**config.mk**
```make
export PLATFORM = sky130hd
export DESIGN_NAME = logic_function_pipe
export DESIGN_NICKNAME = d
export VERILOG_FILES = /design/src/rtl/logic_function_pipe.sv
export SDC_FILE = /design/constraint.sdc
export NUM_CORES = 1
export LEC_CHECK = 0
export CORE_UTILIZATION = 42
export CTS_BUF_LIST = sky130_fd_sc_hd__clkbuf_4 sky130_fd_sc_hd__clkbuf_8
export CTS_CLUSTER_SIZE = 14
export DETAILED_ROUTE_END_ITERATION = 10
export PLACE_DENSITY_LB_ADDON = 0.1
export SLEW_MARGIN = 0
export SYNTH_ARGS = -nofsm -noshare
export SYNTH_HDL_FRONTEND = slang
export SYNTH_SLANG_ARGS = --single-unit
```
**constraint.sdc**
```tcl
create_clock -name clk -period 1.2 [get_ports clk]
set_input_delay 0.12 -clock clk [delete_from_list [all_inputs] [get_ports clk]]
set_output_delay 0.12 -clock clk [all_outputs]
set_load 0.1 [all_outputs]
```
**src/rtl/logic_function_pipe.sv**
```systemverilog
// Two-stage valid/ready pipeline that reduces (A&B) and NTERMS masked-XOR terms with a per-transaction op.
// Define LOGIC_FN_ACC_EN to add the acc_clr input and the ACC running-OR accumulator output.
module logic_function_pipe #(
    parameter int WIDTH  = 8,
    parameter int NTERMS = 2
) (
    input  logic                     clk,
    input  logic                     rst,
    input  logic                     in_valid,
    output logic                     in_ready,
    input  logic [1:0]               op,
    input  logic [WIDTH-1:0]         A,
    input  logic [WIDTH-1:0]         B,
    input  logic [NTERMS*WIDTH-1:0]  C,
    input  logic [NTERMS*WIDTH-1:0]  D,
    input  logic [NTERMS*WIDTH-1:0]  E,
    output logic                     out_valid,
    input  logic                     out_ready,
    output logic [WIDTH-1:0]         Y
`ifdef LOGIC_FN_ACC_EN
    ,
    input  logic                     acc_clr,
    output logic [WIDTH-1:0]         ACC
`endif
);

    localparam logic [1:0] OP_OR   = 2'b00;
    localparam logic [1:0] OP_AND  = 2'b01;
    localparam logic [1:0] OP_XOR  = 2'b10;
    localparam logic [1:0] OP_NOR  = 2'b11;

    // Handshake: a transfer happens on a rising edge where valid && ready.
    // A stage may load when it is empty or when its content leaves this cycle.
    logic adv1;
    logic adv2;
    logic s1_valid;

    assign adv2     = !out_valid || out_ready;
    assign adv1     = !s1_valid || adv2;
    assign in_ready = adv1;

    logic [NTERMS:0][WIDTH-1:0] terms;

    always_comb begin
        terms    = '0;
        terms[0] = A & B;
        for (int i = 0; i < NTERMS; i++) begin
            terms[i+1] = (C[i*WIDTH +: WIDTH] ^ D[i*WIDTH +: WIDTH]) & E[i*WIDTH +: WIDTH];
        end
    end

    logic [NTERMS:0][WIDTH-1:0] s1_terms;
    logic [1:0]                 s1_op;

    // Payload registers only capture on a real transfer so idle inputs never disturb them.
    always_ff @(posedge clk or posedge rst) begin
        if (rst) begin
            s1_valid <= 1'b0;
            s1_terms <= '0;
            s1_op    <= 2'b00;
        end else if (adv1) begin
            s1_valid <= in_valid;
            if (in_valid) begin
                s1_terms <= terms;
                s1_op    <= op;
            end
        end
    end

    logic [WIDTH-1:0] red_or;
    logic [WIDTH-1:0] red_and;
    logic [WIDTH-1:0] red_xor;
    logic [WIDTH-1:0] reduced;

    always_comb begin
        red_or  = '0;
        red_and = '1;
        red_xor = '0;
        for (int i = 0; i <= NTERMS; i++) begin
            red_or  = red_or  | s1_terms[i];
            red_and = red_and & s1_terms[i];
            red_xor = red_xor ^ s1_terms[i];
        end
    end

    always_comb begin
        reduced = red_or;
        case (s1_op)
            OP_OR:   reduced = red_or;
            OP_AND:  reduced = red_and;
            OP_XOR:  reduced = red_xor;
            OP_NOR:  reduced = ~red_or;
            default: reduced = red_or;
        endcase
    end

    always_ff @(posedge clk or posedge rst) begin
        if (rst) begin
            out_valid <= 1'b0;
            Y         <= '0;
        end else if (adv2) begin
            out_valid <= s1_valid;
            if (s1_valid) begin
                Y <= reduced;
            end
        end
    end

`ifdef LOGIC_FN_ACC_EN
    logic out_xfer;
    assign out_xfer = out_valid && out_ready;

    // A clear coinciding with a delivery keeps only the value being delivered.
    always_ff @(posedge clk or posedge rst) begin
        if (rst) begin
            ACC <= '0;
        end else if (out_xfer) begin
            ACC <= acc_clr ? Y : (ACC | Y);
        end else if (acc_clr) begin
            ACC <= '0;
        end
    end
`endif

endmodule
```
# After elaboration in Yosys (flattened, before gate mapping)
# Index checks and enable logic that the tools add are counted.
# W data, S select, Z words.
# totals
word_cells	30
input_bits	70
output_inout_bits	10
reg_bits	36
# op_classes
n_reduce_logical	7
muxes	1
n_eq_ne	3
bitwise_logic	12
# op_table
operator	n
$and A8 B8 Y8	5
$pmux W8 S4	1
$xor A8 B8 Y8	4
$or A8 B8 Y8	2
$not A8 Y8	1
$eq A2 B2 Y1 const B	2
$reduce_and A2 Y1	2
$eq A2 B1 Y1 const B	1
$logic_not A1 Y1	2
$logic_not A2 Y1	1
$logic_or A1 B1 Y1	2

# Longest topological paths before layout
# Gate-level depths: netlist of the first run.
# depth
depth_word	4
ltp_mapped	5

# Worst setup path after synthesis of the first run
# No wires, ideal clock.
# synth_timing
path_type	reg-to-reg
start	reg out_valid
end	reg s1_terms[16] (netlist bit)
path_stages_with_launch	5
slack_ps	-756
required_time_ps	1081
arrival_time_ps	1837
path_cell_list	dfrtp_1 nand3b_1 buf_2 nand4_1 a21bo_2
# synth_via
elab_chain_cells	4
# synth_rtl
element	line_no	rtl
start, declared	17	output logic out_valid,
start signal, assigned	102	out_valid <= s1_valid;
$logic_not A1 Y1	38	assign adv2 = !out_valid || out_ready;
$logic_or A1 B1 Y1	38	
$logic_or A1 B1 Y1	39	assign adv1 = !s1_valid || adv2;
net in_ready	10	output logic in_ready,
$reduce_and A2 Y1 (no source line)	n/a	
end signal, assigned	64	s1_terms <= terms;
end, declared	52	logic [NTERMS:0][WIDTH-1:0] s1_terms;
# The timed path passes the listed nets, and every way through them passes these cells.
# A chain may end at the register's enable or synchronous reset.

# Worst setup path in the final report of the first run
# layout_timing
start	reg s1_terms[1] (netlist bit)
end	reg Y[1]
# layout_via
elab_chain_cells	4
word_cells_on_any_way	8
classes_between	mux: 1; bitwise: 7
# layout_rtl
element	line_no	rtl
$or A8 B8 Y8 (2 in a row)	80	red_or = red_or | s1_terms[i];
$not A8 Y8	92	OP_NOR: reduced = ~red_or;
$pmux W8 S4 *	88	case (s1_op)
end signal, assigned	104	Y <= reduced;
end, declared	19	output logic [WIDTH-1:0] Y
# Mark *: on every way between the ends. The rest lies on a longest branch, timed or not.

==> results_tabular.tex, run 1 <==
\begin{tabular}{lr}
\hline
Metric & Value \\
\hline
\multicolumn{2}{l}{\textbf{Worst setup path}} \\
Required time at the endpoint of the critical path & $\sim$1.4 ns \\
Worst path top cell family by delay & compound AO/OA/AOI/OAI gates \\
CP endpoint kind & register \\
Cell count of the worst reg-to-reg path & 5 \\
WP data arrival & around 1.6 ns \\
Critical path start-end classification & register to register \\
Crit start category & register \\
Critical path depth & 5 \\
Critical path cell sequence & buf\_4 > ha\_1 > a21boi\_0 > o221a\_2 > o2bb2ai\_2 \\
Origin of the critical flop-to-flop path & s1\_terms[1] \\
Number of buffer and inverter instances along the worst setup path & 1 \\
Worst stage delay on the critical path & 0.39 ns \\
Largest fanout on the critical path & 2 \\
CP startpoint & s1\_terms[1] \\
Critical path's slowest cell & sky130\_fd\_sc\_hd\_\_dfrtp\_1 \\
\multicolumn{2}{l}{\textbf{Global route}} \\
Via count of the first global-routing pass & about 2.1k \\
Global routing met3 resource utilization & 0.0503 \\
Met1 GRT Util & 0.282 \\
Number of antenna violations at the first check in global routing & 0 \\
Pin count of the biggest net entering global routing & 37 \\
Highest-utilization routing layer at the global route stage & met2 \\
Wire length of the first global-routing pass & roughly 9700 um \\
Routing usage on met2 & 0.408 \\
Combined global-route utilization of all metal layers & 0.231 \\
Total congestion overflow after global routing & 0 \\
\multicolumn{2}{l}{\textbf{Floorplanning}} \\
Number of rows created at floorplan & 26 \\
Overall die width & 75.5 um \\
Floorplan Core Area & 5140 sq um \\
Vertical extent of the die & 75.5 um \\
Initial standard-cell utilization of the core & 0.441 \\
Num ports & 80 \\
Die footprint & 5690 sq um \\
\multicolumn{2}{l}{\textbf{Cells and area}} \\
Layout overhead on the synthesized area & 80.8\% \\
Filler instances & 338 \\
Final design utilization & 0.797 \\
Number of antenna repair diodes & 0 \\
Fraction of layout instances using a drive strength above 1 & 0.413 \\
Final \#Nets & approximately 440 \\
\multicolumn{2}{l}{\textbf{Placed design}} \\
IO buf count & 79 \\
Half-perimeter wire length after placement & 4070 um \\
Final weighted congestion in routability-driven placement & 0.728 \\
\multicolumn{2}{l}{\textbf{STA}} \\
Unrepaired setup endpoints after global routing & true \\
Total of endpoints with negative setup slack in the final report & 28 \\
Actual slew at the worst max-slew pin & about 0.27 ns \\
Worst Slack Setup Final & -0.172 ns \\
Share of the cycle needed by the critical path after routing & 1.14 \\
Worst hold slack after final layout & 0.179 ns \\
Max Slew Vio Count & 0 \\
Max-slew headroom & 0.820 \\
Worst Clk Skew & 0.0151 ns \\
Maximum frequency from static timing analysis & between 700 and 800 MHz \\
Final Critical Period & $\sim$1.4 ns \\
Final hold violation count & 0 \\
\multicolumn{2}{l}{\textbf{Routing}} \\
Total via count in the routed design & 2144 \\
Number of vias per cell & 5.01 \\
Drt wl/cell & 14.3 um \\
Post-detailed-route DRC marker count & 0 \\
Number of DRC violations after detailed-routing iteration 0 & 83 \\
Number of nets with antenna violations after detailed routing & 0 \\
Detailed Routing Iterations Pass 1 & 4 \\
Detailed Route WL & 6110 um \\
\multicolumn{2}{l}{\textbf{Clock network}} \\
Maximum level of the CTS H-tree & 2 \\
CTS tree & built \\
Clock-pin transition on the worst setup and hold timing paths & 0.09 ns \\
Worst-case clock buffer depth & 2 \\
Clock sink count & 36 \\
Clock network latency to the later pin of the worst-skew pair & $\sim$0.3 ns \\
CTS buffer count & 5 \\
Buffer type at the clock tree root & sky130\_fd\_sc\_hd\_\_clkbuf\_8 \\
\multicolumn{2}{l}{\textbf{Synthesis}} \\
Synth unique cells & 22 \\
Net count after synthesis & 294 \\
Synthesis Warnings & 0 \\
Post-synthesis instance area & roughly 2300 sq um \\
Fraction of the yosys area taken by sequential cells & 0.398 \\
Mapped Cells & 208 \\
Mean instance size in the synthesized netlist & 10.9 sq um \\
Synthesized flop and latch total & 36 \\
\multicolumn{2}{l}{\textbf{Run status}} \\
Violated checks & negative setup slack \\
Result of the run & finished, violations left \\
\multicolumn{2}{l}{\textbf{Hold path}} \\
Hold Crit Class & input port to asynchronous set/reset pin \\
\multicolumn{2}{l}{\textbf{Power and ir drop}} \\
Final Total Pwr & just under 6 mW \\
P\_leak & 1.89 nW \\
Power per cell area & roughly 1400 nW/um\^{}2 \\
IR drop worst, VDD & 0.000786 V \\
\multicolumn{2}{l}{\textbf{Flow run}} \\
Count of max-cap constraint violations & 0 \\
\hline
\end{tabular}
==> routing by layer <==
| layer | routed length [um] | part of all wire |
|---|---|---|
| met5 | 0 | 0 |
| met2 | 3150 | 0.52 |
| met1 | 2630 | 0.43 |
| met3 | 269 | 0.044 |
| met4 | 62 | 0.010 |
==> sequential cells by signal (all words and copies together), names as in the netlist <==
register,cells
s1_terms,24
Y,8
s1_op,2
out_valid,1
s1_valid,1
==> cell type report <==
type                       instances  area, sq um  area share
timing repair buffer             153         1540       0.375
multi-input combinational        144         1380       0.336
sequential                        36          906       0.221
clock buffer                       7         96.3      0.0235
tap                               70         87.6      0.0214
inverter                          17         63.8      0.0156
clock inverter                     1         30.0     0.00733
==> worst min-delay path: cells and delay by family <==
family | cells | cell delay (ns)
buffers and inverters | 3 | 0.72
==> cell usage after synthesis <==
master,n,area [sq um]
sky130_fd_sc_hd__ha_1,16,200
sky130_fd_sc_hd__clkbuf_1,1,3.75
sky130_fd_sc_hd__o221a_2,8,90.1
sky130_fd_sc_hd__nand4_1,8,50.1
sky130_fd_sc_hd__nand3b_1,1,7.51
sky130_fd_sc_hd__xnor2_1,8,70.1
sky130_fd_sc_hd__inv_1,17,63.8
sky130_fd_sc_hd__mux2i_1,16,160
sky130_fd_sc_hd__xor2_1,16,140
sky130_fd_sc_hd__nand2b_1,3,18.8
sky130_fd_sc_hd__nand2_1,18,67.6
sky130_fd_sc_hd__a21bo_2,8,80.1
sky130_fd_sc_hd__o2bb2ai_1,8,70.1
sky130_fd_sc_hd__a21boi_0,8,60.1
sky130_fd_sc_hd__nand3_1,8,40.0
sky130_fd_sc_hd__mux2_2,2,22.5
sky130_fd_sc_hd__or4b_1,8,80.1
sky130_fd_sc_hd__buf_2,5,25.0
sky130_fd_sc_hd__dfrtp_1,36,901
sky130_fd_sc_hd__buf_4,3,22.5
sky130_fd_sc_hd__nand4b_1,8,70.1
sky130_fd_sc_hd__buf_6,2,22.5
==> layout by cell type (no fill, tap or decap) <==
cell,netlist,final
sky130_fd_sc_hd__buf_4,3,57
sky130_fd_sc_hd__or4b_4,0,5
sky130_fd_sc_hd__or4b_1,8,3
sky130_fd_sc_hd__clkbuf_8,0,7
sky130_fd_sc_hd__mux2_2,2,2
sky130_fd_sc_hd__clkdlybuf4s50_1,0,69
sky130_fd_sc_hd__nand4_1,8,8
sky130_fd_sc_hd__o2bb2ai_1,8,5
sky130_fd_sc_hd__xor2_1,16,16
sky130_fd_sc_hd__dfrtp_1,36,34
sky130_fd_sc_hd__o221a_2,8,8
sky130_fd_sc_hd__dfrtp_4,0,1
sky130_fd_sc_hd__a21boi_1,0,3
sky130_fd_sc_hd__nand2_1,18,16
sky130_fd_sc_hd__nand3_1,8,5
sky130_fd_sc_hd__nand2b_1,3,3
sky130_fd_sc_hd__nand2_2,0,2
sky130_fd_sc_hd__nand4b_1,8,8
sky130_fd_sc_hd__o2bb2ai_2,0,3
sky130_fd_sc_hd__inv_1,17,2
sky130_fd_sc_hd__buf_12,0,13
sky130_fd_sc_hd__nand3b_1,1,1
sky130_fd_sc_hd__nand3_2,0,3
sky130_fd_sc_hd__buf_6,2,14
sky130_fd_sc_hd__bufinv_16,0,1
sky130_fd_sc_hd__ha_4,0,7
sky130_fd_sc_hd__a21bo_2,8,8
sky130_fd_sc_hd__xnor2_1,8,8
sky130_fd_sc_hd__mux2i_2,0,1
sky130_fd_sc_hd__mux2i_1,16,15
sky130_fd_sc_hd__ha_1,16,9
sky130_fd_sc_hd__inv_2,0,15
sky130_fd_sc_hd__a21boi_0,8,5
sky130_fd_sc_hd__dfrtp_2,0,1
==> worst paths after layout <==
check / to / slack, ns
max: Y[1] / -0.17
min: Y[2] / 0.18
max reg2reg: Y[1] / -0.17
min reg2reg: Y[4] / 0.56
max in group asynchronous: s1_op[0] / 0.81
min in group clk: s1_terms[8] / 0.37
==> per-stage QoR <==
stage	setup WS [ns]	cell area, sq um	TNS, ns	cells
2_1_floorplan	-0.228	2290	-5.57	208
3_3_place_gp	-0.159	3610	-4.01	398
3_5_place_dp	-0.175	3610	-4.70	398
4_1_cts	-0.144	4020	-1.83	427
5_1_grt	-0.232	4100	-3.13	428
6_report	-0.172	4100	-2.14	428
==> kinds of logic after synthesis <==
kind of cell               Yosys count  synth area share
buffers and inverters               28            0.0607
AOI/OAI and AO/OA                   32             0.133
xor gates and xnor gates            24            0.0928
DFF                                 36             0.398
muxes                               18            0.0806
and+or+nand+nor                     54             0.147
adders and majority gates           16            0.0883
==> power breakdown <==
part	leakage (nW)	switching [mW]	internal (mW)
Sequential	0.452	0.222	1.43
Clock	0.0645	0.476	0.734
Combinational	1.37	1.48	1.59
==> what timing repair did <==
item / CTS / global route
endpoints found under the hold margin: 0 / 0
pin swaps: 20 / 12
endpoints found under the setup margin: 19 / 33
hold buffers: 0 / 0
buffers inserted: 20 / 1
gates cloned: 1 / 2
resized for setup: 40 / 22
Note: power is estimated with default switching activity, not from simulation.
==> run 2, diff against run 1 <==
--- a/config.mk
+++ b/config.mk
@@ -7,9 +7,10 @@
 export LEC_CHECK = 0
 export CORE_UTILIZATION = 42
 export CTS_BUF_LIST = sky130_fd_sc_hd__clkbuf_4 sky130_fd_sc_hd__clkbuf_8
-export CTS_CLUSTER_SIZE = 14
+export CTS_CLUSTER_SIZE = 12
 export DETAILED_ROUTE_END_ITERATION = 10
 export PLACE_DENSITY_LB_ADDON = 0.1
+export SKIP_CTS_REPAIR_TIMING = 1
 export SLEW_MARGIN = 0
 export SYNTH_ARGS = -nofsm -noshare
 export SYNTH_HDL_FRONTEND = slang
==> run 2 against run 1 <==
  * First-iteration DRC count fell by 33%
  * Global-route usage decreased by 2.6 points
  * Die area stayed put
  * Clock power about the same
  * Non-clock buffer count down 12
  * Via count shrank 5.2%
  * Worst hold slack better by 0.0044 ns
  * Sequential share of layout area increased by 0.63 points
  * Highest routed layer unchanged
  * The flow still finishes with violations (negative setup slack)
  * Critical path depth is 2 lower
  * Sequential power about the same
  * Utilization fell by 2.3 points
  * Combinational power fell by 5%
  * Critical endpoint is now in_ready
==> results_tabular.tex, run 2 (synthesized netlist as in run 1, its figures left out) <==
\begin{tabular}{lr}
\hline
Metric & Value \\
\hline
\multicolumn{2}{l}{\textbf{STA}} \\
Final hold violation count & 0 (unchanged) \\
Final Critical Period & 1.38 ns (+0.0129 ns) \\
Unrepaired setup endpoints after global routing & true \\
Max Slew Vio Count & 0 (unchanged) \\
Maximum frequency from static timing analysis & 722 MHz (-0.93\%) \\
Final-layout setup total negative slack & -2.44 ns (-0.305 ns) \\
Worst Slack Setup Final & -0.185 ns (-0.0129 ns) \\
Share of the cycle needed by the critical path after routing & 1.15 (+0.0108) \\
Total of endpoints with negative setup slack in the final report & 32 (+14\%) \\
Actual slew at the worst max-slew pin & 0.212 ns (-0.0557 ns) \\
Worst Clk Skew & 0.0155 ns (+0.000384 ns) \\
Max-slew headroom & 0.858 (+0.0382) \\
\multicolumn{2}{l}{\textbf{Routing}} \\
Number of vias per cell & 4.89 (-2.4\%) \\
Number of DRC violations after detailed-routing iteration 0 & 56 (-33\%) \\
Drt wl/cell & 13.7 um (-4.4\%) \\
Post-detailed-route DRC marker count & 0 (unchanged) \\
Detailed Routing Iterations Pass 1 & 4 (unchanged) \\
Total via count in the routed design & 2033 (-5.2\%) \\
Number of nets with antenna violations after detailed routing & 0 (unchanged) \\
Detailed Route WL & 5680 um (-7.0\%) \\
\multicolumn{2}{l}{\textbf{Floorplanning}} \\
Initial standard-cell utilization of the core & 0.441 (unchanged) \\
Overall die width & 75.5 um (unchanged) \\
Num ports & 80 (unchanged) \\
Die footprint & 5690 sq um (unchanged) \\
Floorplan Core Area & 5140 sq um (unchanged) \\
Number of rows created at floorplan & 26 (unchanged) \\
Vertical extent of the die & 75.5 um (unchanged) \\
\multicolumn{2}{l}{\textbf{Clock network}} \\
Worst-case clock buffer depth & 2 (unchanged) \\
CTS buffer count & 5 (unchanged) \\
Maximum level of the CTS H-tree & 2 (unchanged) \\
Buffer type at the clock tree root & sky130\_fd\_sc\_hd\_\_clkbuf\_8 \\
Clock network latency to the later pin of the worst-skew pair & 0.29 ns (about the same) \\
Clock-pin transition on the worst setup and hold timing paths & 0.09 ns (about the same) \\
CTS tree & built \\
Clock sink count & 36 (unchanged) \\
\multicolumn{2}{l}{\textbf{Cells and area}} \\
Filler instances & 358 (+5.9\%) \\
Most used cells in the layout excluding fill and tap cells & sky130\_fd\_sc\_hd\_\_clkdlybuf4s50\_1 (69), sky130\_fd\_sc\_hd\_\_buf\_4 (54), sky130\_fd\_sc\_hd\_\_dfrtp\_1 (35) \\
Flip-flop count of the largest register, all copies and words added & 24 (unchanged) \\
Top reg by flops & s1\_terms \\
Fraction of layout instances using a drive strength above 1 & 0.399 (-0.0146) \\
Number of antenna repair diodes & 0 (unchanged) \\
Area taken by flip-flops and latches & 905 sq um (-0.14\%) \\
Area used by multi-input combinational logic & 1380 sq um (+0.45\%) \\
Biggest regs & s1\_terms x24, Y x8, s1\_op x2 \\
Most frequent standard cell in the layout excluding fill and tap cells & sky130\_fd\_sc\_hd\_\_clkdlybuf4s50\_1 \\
Final design area excluding fillers & 3980 sq um (-2.9\%) \\
Final \#Nets & 431 (-2.7\%) \\
Layout overhead on the synthesized area & 75.5\% \\
Number of non-filler instances in the completed layout & 416 (-2.8\%) \\
\multicolumn{2}{l}{\textbf{Worst setup path}} \\
Critical path's slowest cell & sky130\_fd\_sc\_hd\_\_dfrtp\_4 \\
Critical path start-end classification & register to output pin \\
Required time at the endpoint of the critical path & 1.08 ns (-0.31 ns) \\
Origin of the critical flop-to-flop path & s1\_op[0] \\
Number of buffer and inverter instances along the worst setup path & 2 (+1) \\
Largest fanout on the critical path & 6 (+4) \\
CP endpoint kind & output pin \\
Worst path top cell family by delay & flip-flops \\
Critical path cell sequence & nand3b\_1 > buf\_6 > buf\_12 \\
Worst stage delay on the critical path & 0.50 ns (+0.11 ns) \\
Cell count of the worst reg-to-reg path & 4 (-1) \\
Slack of the worst reg-to-reg path & -0.15 ns (+0.02 ns) \\
WP data arrival & 1.26 ns (-0.30 ns) \\
Critical path depth & 3 (-2) \\
Crit start category & register \\
Worst R2R End & Y[0] \\
\multicolumn{2}{l}{\textbf{Global route}} \\
Wire length of the first global-routing pass & 8580 um (-11\%) \\
Combined global-route utilization of all metal layers & 0.205 (-0.0264) \\
Highest-utilization routing layer at the global route stage & met2 \\
Routing usage on met2 & 0.361 (-0.0466) \\
Number of antenna violations at the first check in global routing & 0 (unchanged) \\
Met1 GRT Util & 0.256 (-0.0258) \\
Pin count of the biggest net entering global routing & 37 (unchanged) \\
Global routing met3 resource utilization & 0.0437 (-0.00661) \\
Total congestion overflow after global routing & 0 (unchanged) \\
Via count of the first global-routing pass & 1946 (-7.9\%) \\
\multicolumn{2}{l}{\textbf{Run status}} \\
Violated checks & negative setup slack \\
Result of the run & finished, violations left \\
\multicolumn{2}{l}{\textbf{Placed design}} \\
Post-detailed-placement cell area & 3610 sq um (unchanged) \\
IO buf count & 79 (unchanged) \\
Minimum setup slack after placement & -0.175 ns (unchanged) \\
Final weighted congestion in routability-driven placement & 0.728 (unchanged) \\
Placed insts & 398 (unchanged) \\
Half-perimeter wire length after placement & 4070 um (unchanged) \\
\multicolumn{2}{l}{\textbf{Power and ir drop}} \\
Final Total Pwr & 5.78 mW (-2.5\%) \\
Share of power burned in the clock network & 0.209 (+0.005) \\
P\_leak & 1.82 nW (-3.5\%) \\
Relative contribution of combinational cells to total power & 0.507 (-0.010) \\
Sequential share of power & 0.285 (+0.006) \\
Proportion of total power due to net switching & 0.368 (+0.000632) \\
Power per cell area & 1450 nW/um\^{}2 (+0.40\%) \\
Internal power & 3.66 mW (-2.6\%) \\
Switching component of the power & 2.13 mW (-2.3\%) \\
IR drop worst, VDD & 0.000799 V (+1.6\%) \\
\multicolumn{2}{l}{\textbf{Flow run}} \\
Count of max-cap constraint violations & 0 (unchanged) \\
\multicolumn{2}{l}{\textbf{Hold path}} \\
Hold Crit Class & input port to asynchronous set/reset pin \\
\hline
\end{tabular}
==> run 2: cell count changes in the layout (fill, tap and decap cells not counted), moves of 2 or more <==
cell	before	now
sky130_fd_sc_hd__buf_6	14	5
sky130_fd_sc_hd__buf_4	57	54
sky130_fd_sc_hd__nand3_1	5	3
sky130_fd_sc_hd__nand3_2	3	5
==> run 2: power by group through the flow <==
stage / sequential [mW] / combinational (mW) / clock [mW]
4_1_cts: 1.62 / 2.69 / 1.22
5_1_grt: 1.67 / 3.13 / 1.26
3_3_place_gp: 1.64 / 2.65 / 0
2_1_floorplan: 2.29 / 0.842 / 0
6_report: 1.65 / 2.93 / 1.21
3_5_place_dp: 1.64 / 2.69 / 0
==> run 2: worst max path at each step <==
stage / to / start
after floorplan: s1_terms[16] / out_valid
after global placement: s1_terms[19] / out_ready
after detailed placement: s1_terms[22] / out_ready
after CTS: in_ready / out_valid
after global routing: in_ready / out_valid
final: in_ready / out_valid
==> run 2: routing by layer <==
layer	vias to the layer above	wire [um]
met5	-	0
met4	0	22
met3	2	242
met2	62	2940
met1	946	2480
li1	1023	-
==> run 2: cell type report <==
cell class	count	area share
tap	70	0.0220
inverter	17	0.0160
multi-input combinational	144	0.348
sequential	36	0.227
clock buffer	7	0.0242
timing repair buffer	141	0.355
clock inverter	1	0.00755
==> run 2: tightest hold or removal path: stages <==
cell                              delay, ns
sky130_fd_sc_hd__clkdlybuf4s50_1       0.40
sky130_fd_sc_hd__inv_1                 0.10
sky130_fd_sc_hd__buf_12                0.23
==> run 2: through the flow <==
step / util / hold WS (ns)
floorplan: - / 0.254
global placement: 0.702 / 0.498
detailed placement: 0.702 / 0.505
CTS: 0.726 / 0.195
global route: 0.774 / 0.211
finish: 0.774 / 0.183
==> run 3, diff against run 2 <==
--- a/config.mk
+++ b/config.mk
@@ -10,6 +10,7 @@
 export CTS_CLUSTER_SIZE = 12
 export DETAILED_ROUTE_END_ITERATION = 10
 export PLACE_DENSITY_LB_ADDON = 0.1
+export REMOVE_ABC_BUFFERS = 1
 export SKIP_CTS_REPAIR_TIMING = 1
 export SLEW_MARGIN = 0
 export SYNTH_ARGS = -nofsm -noshare
==> run 3 against run 2 <==
  * The run still ends with negative setup slack left
  * Sequential power barely moved
  * Clock-buffer cell count up 1
  * Cell count down 1.7%
  * Sequential cell count unchanged
  * Fmax increased by 0.58%
==> results_tabular.tex, run 3 (synthesized netlist as in run 1, its figures left out) <==
\begin{tabular}{lr}
\hline
Metric & Value \\
\hline
\multicolumn{2}{l}{\textbf{STA}} \\
Final Critical Period & 1.38 ns (-0.00794 ns) \\
Total of endpoints with negative setup slack in the final report & 16 (-50\%) \\
Final hold violation count & 0 (unchanged) \\
Share of the cycle needed by the critical path after routing & 1.15 (-0.00662) \\
Worst Slack Setup Final & -0.177 ns (+0.00794 ns) \\
Maximum frequency from static timing analysis & 726 MHz (+0.58\%) \\
Max Slew Vio Count & 0 (unchanged) \\
Actual slew at the worst max-slew pin & 0.413 ns (+0.200 ns) \\
Max-slew headroom & 0.724 (-0.134) \\
Worst Clk Skew & 0.00344 ns (-0.0121 ns) \\
Unrepaired setup endpoints after global routing & true \\
\multicolumn{2}{l}{\textbf{Worst setup path}} \\
CP endpoint kind & register \\
Critical path cell sequence & clkbuf\_16 > or4b\_1 > nand3\_1 > o2bb2ai\_1 \\
Critical path's slowest cell & sky130\_fd\_sc\_hd\_\_dfrtp\_2 \\
Worst path top cell family by delay & simple AND/OR/NAND/NOR gates \\
Cell count of the worst reg-to-reg path & 4 (unchanged) \\
WP data arrival & 1.56 ns (+0.30 ns) \\
Critical path depth & 4 (+1) \\
Number of buffer and inverter instances along the worst setup path & 1 (-1) \\
Worst stage delay on the critical path & 0.47 ns (-0.03 ns) \\
Crit start category & register \\
Required time at the endpoint of the critical path & 1.39 ns (+0.31 ns) \\
Largest fanout on the critical path & 4 (-2) \\
Critical path start-end classification & register to register \\
\multicolumn{2}{l}{\textbf{Routing}} \\
Drt wl/cell & 14.5 um (+6.5\%) \\
Post-detailed-route DRC marker count & 0 (unchanged) \\
Detailed Routing Iterations Pass 1 & 4 (unchanged) \\
Number of vias per cell & 5.05 (+3.4\%) \\
Detailed Route WL & 5950 um (+4.7\%) \\
Number of DRC violations after detailed-routing iteration 0 & 109 (+95\%) \\
Total via count in the routed design & 2067 (+1.7\%) \\
Number of nets with antenna violations after detailed routing & 0 (unchanged) \\
\multicolumn{2}{l}{\textbf{Power and ir drop}} \\
Power per cell area & 1410 nW/um\^{}2 (-2.8\%) \\
Proportion of total power due to net switching & 0.381 (+0.0130) \\
Switching component of the power & 2.09 mW (-1.7\%) \\
Relative contribution of combinational cells to total power & 0.521 (+0.014) \\
Share of power burned in the clock network & 0.175 (-0.034) \\
IR drop worst, VDD & 0.00106 V (+32\%) \\
Internal power & 3.40 mW (-7.0\%) \\
Final Total Pwr & 5.49 mW (-5.0\%) \\
P\_leak & 1.79 nW (-1.3\%) \\
Sequential share of power & 0.304 (+0.019) \\
\multicolumn{2}{l}{\textbf{Floorplanning}} \\
Number of rows created at floorplan & 26 (unchanged) \\
Num ports & 80 (unchanged) \\
Overall die width & 75.5 um (unchanged) \\
Vertical extent of the die & 75.5 um (unchanged) \\
Floorplan Core Area & 5140 sq um (unchanged) \\
Initial standard-cell utilization of the core & 0.441 (unchanged) \\
Die footprint & 5690 sq um (unchanged) \\
\multicolumn{2}{l}{\textbf{Cells and area}} \\
Number of antenna repair diodes & 0 (unchanged) \\
Fraction of layout instances using a drive strength above 1 & 0.354 (-0.0449) \\
Flip-flop count of the largest register, all copies and words added & 24 (unchanged) \\
Final design utilization & 0.757 (-0.0173) \\
Biggest regs & s1\_terms x24, Y x8, s1\_op x2 \\
Most frequent standard cell in the layout excluding fill and tap cells & sky130\_fd\_sc\_hd\_\_clkdlybuf4s50\_1 \\
Final \#Nets & 424 (-1.6\%) \\
Layout overhead on the synthesized area & 71.6\% \\
Top reg by flops & s1\_terms \\
Most used cells in the layout excluding fill and tap cells & sky130\_fd\_sc\_hd\_\_clkdlybuf4s50\_1 (69), sky130\_fd\_sc\_hd\_\_buf\_4 (42), sky130\_fd\_sc\_hd\_\_dfrtp\_1 (34) \\
\multicolumn{2}{l}{\textbf{Clock network}} \\
Maximum level of the CTS H-tree & 2 (unchanged) \\
Buffer type at the clock tree root & sky130\_fd\_sc\_hd\_\_clkbuf\_8 \\
Clock network latency to the later pin of the worst-skew pair & 0.30 ns (about the same) \\
CTS tree & built \\
Clock-pin transition on the worst setup and hold timing paths & 0.07 ns (-0.02 ns) \\
Worst-case clock buffer depth & 2 (unchanged) \\
Clock sink count & 36 (unchanged) \\
CTS buffer count & 5 (unchanged) \\
\multicolumn{2}{l}{\textbf{Global route}} \\
Via count of the first global-routing pass & 2047 (+5.2\%) \\
Pin count of the biggest net entering global routing & 37 (unchanged) \\
Combined global-route utilization of all metal layers & 0.215 (+0.0100) \\
Number of antenna violations at the first check in global routing & 0 (unchanged) \\
Wire length of the first global-routing pass & 9090 um (+6.0\%) \\
Total congestion overflow after global routing & 0 (unchanged) \\
\multicolumn{2}{l}{\textbf{Placed design}} \\
IO buf count & 79 (unchanged) \\
Half-perimeter wire length after placement & 4220 um (+3.7\%) \\
Final weighted congestion in routability-driven placement & 0.791 (+8.7\%) \\
\multicolumn{2}{l}{\textbf{Hold path}} \\
Hold Crit Class & input port to asynchronous set/reset pin \\
\multicolumn{2}{l}{\textbf{Flow run}} \\
Count of max-cap constraint violations & 0 (unchanged) \\
\multicolumn{2}{l}{\textbf{Run status}} \\
Violated checks & negative setup slack \\
Result of the run & finished, violations left \\
\hline
\end{tabular}
## run 3: changes by cell type in the layout (fill, tap and decap cells not counted), sizes merged
cell,change
buf,-9
bufinv,-1
clkbuf,+3
## run 3: cell type report
type,instances,area [sq um]
well taps,70,87.6
inverters,17,63.8
flip-flops and latches,36,903
multi-input cells,144,1330
clock buffers,8,97.6
fillers,370,1250
repair buffers,134,1410
## run 3: worst paths after layout
check                       startpoint           end  slack, ns
setup / recovery              s1_op[0]          Y[6]      -0.18
hold / removal                     rst          Y[6]       0.18
setup reg to reg              s1_op[0]          Y[6]      -0.18
hold reg to reg            s1_terms[5]   s1_terms[5]       0.56
max in group asynchronous          rst      s1_op[1]       0.81
min in group clk                  E[3]  s1_terms[11]       0.36
## run 3: power by group through the flow
stage | registers [mW] | logic, mW | clock network [mW]
after floorplan | 2.33 | 0.735 | 0
after global placement | 1.65 | 2.62 | 0
after detailed placement | 1.66 | 2.67 | 0
after CTS | 1.64 | 2.67 | 0.976
after global routing | 1.70 | 3.03 | 1.03
final | 1.67 | 2.86 | 0.961
## run 3: worst reg2reg max path: stages, from the launching register on
cell	delay, ns
sky130_fd_sc_hd__dfrtp_2	0.47
sky130_fd_sc_hd__clkbuf_16	0.17
sky130_fd_sc_hd__or4b_1	0.47
sky130_fd_sc_hd__nand3_1	0.09
sky130_fd_sc_hd__o2bb2ai_1	0.07
## run 3: layer usage
layer	vias to the layer above	wire length, um	GRT usage
met5	-	0	0
met1	984	2570	0.280
met3	10	336	0.0516
met4	0	87	0.0658
met2	69	2960	0.354
li1	1004	-	-
## run 3: metrics by stage
| stage | instance area [sq um] | instances | hold slack, ns | TNS, ns | setup WS, ns |
|---|---|---|---|---|---|
| floorplan | 2190 | 197 | 0.228 | -69.11 | -2.58 |
| global placement | 3570 | 396 | 0.493 | -5.16 | -0.187 |
| detailed placement | 3570 | 396 | 0.508 | -6.43 | -0.279 |
| CTS | 3670 | 404 | 0.194 | -1.56 | -0.192 |
| global route | 3890 | 409 | 0.204 | -2.28 | -0.205 |
| finish | 3890 | 409 | 0.180 | -1.72 | -0.177 |
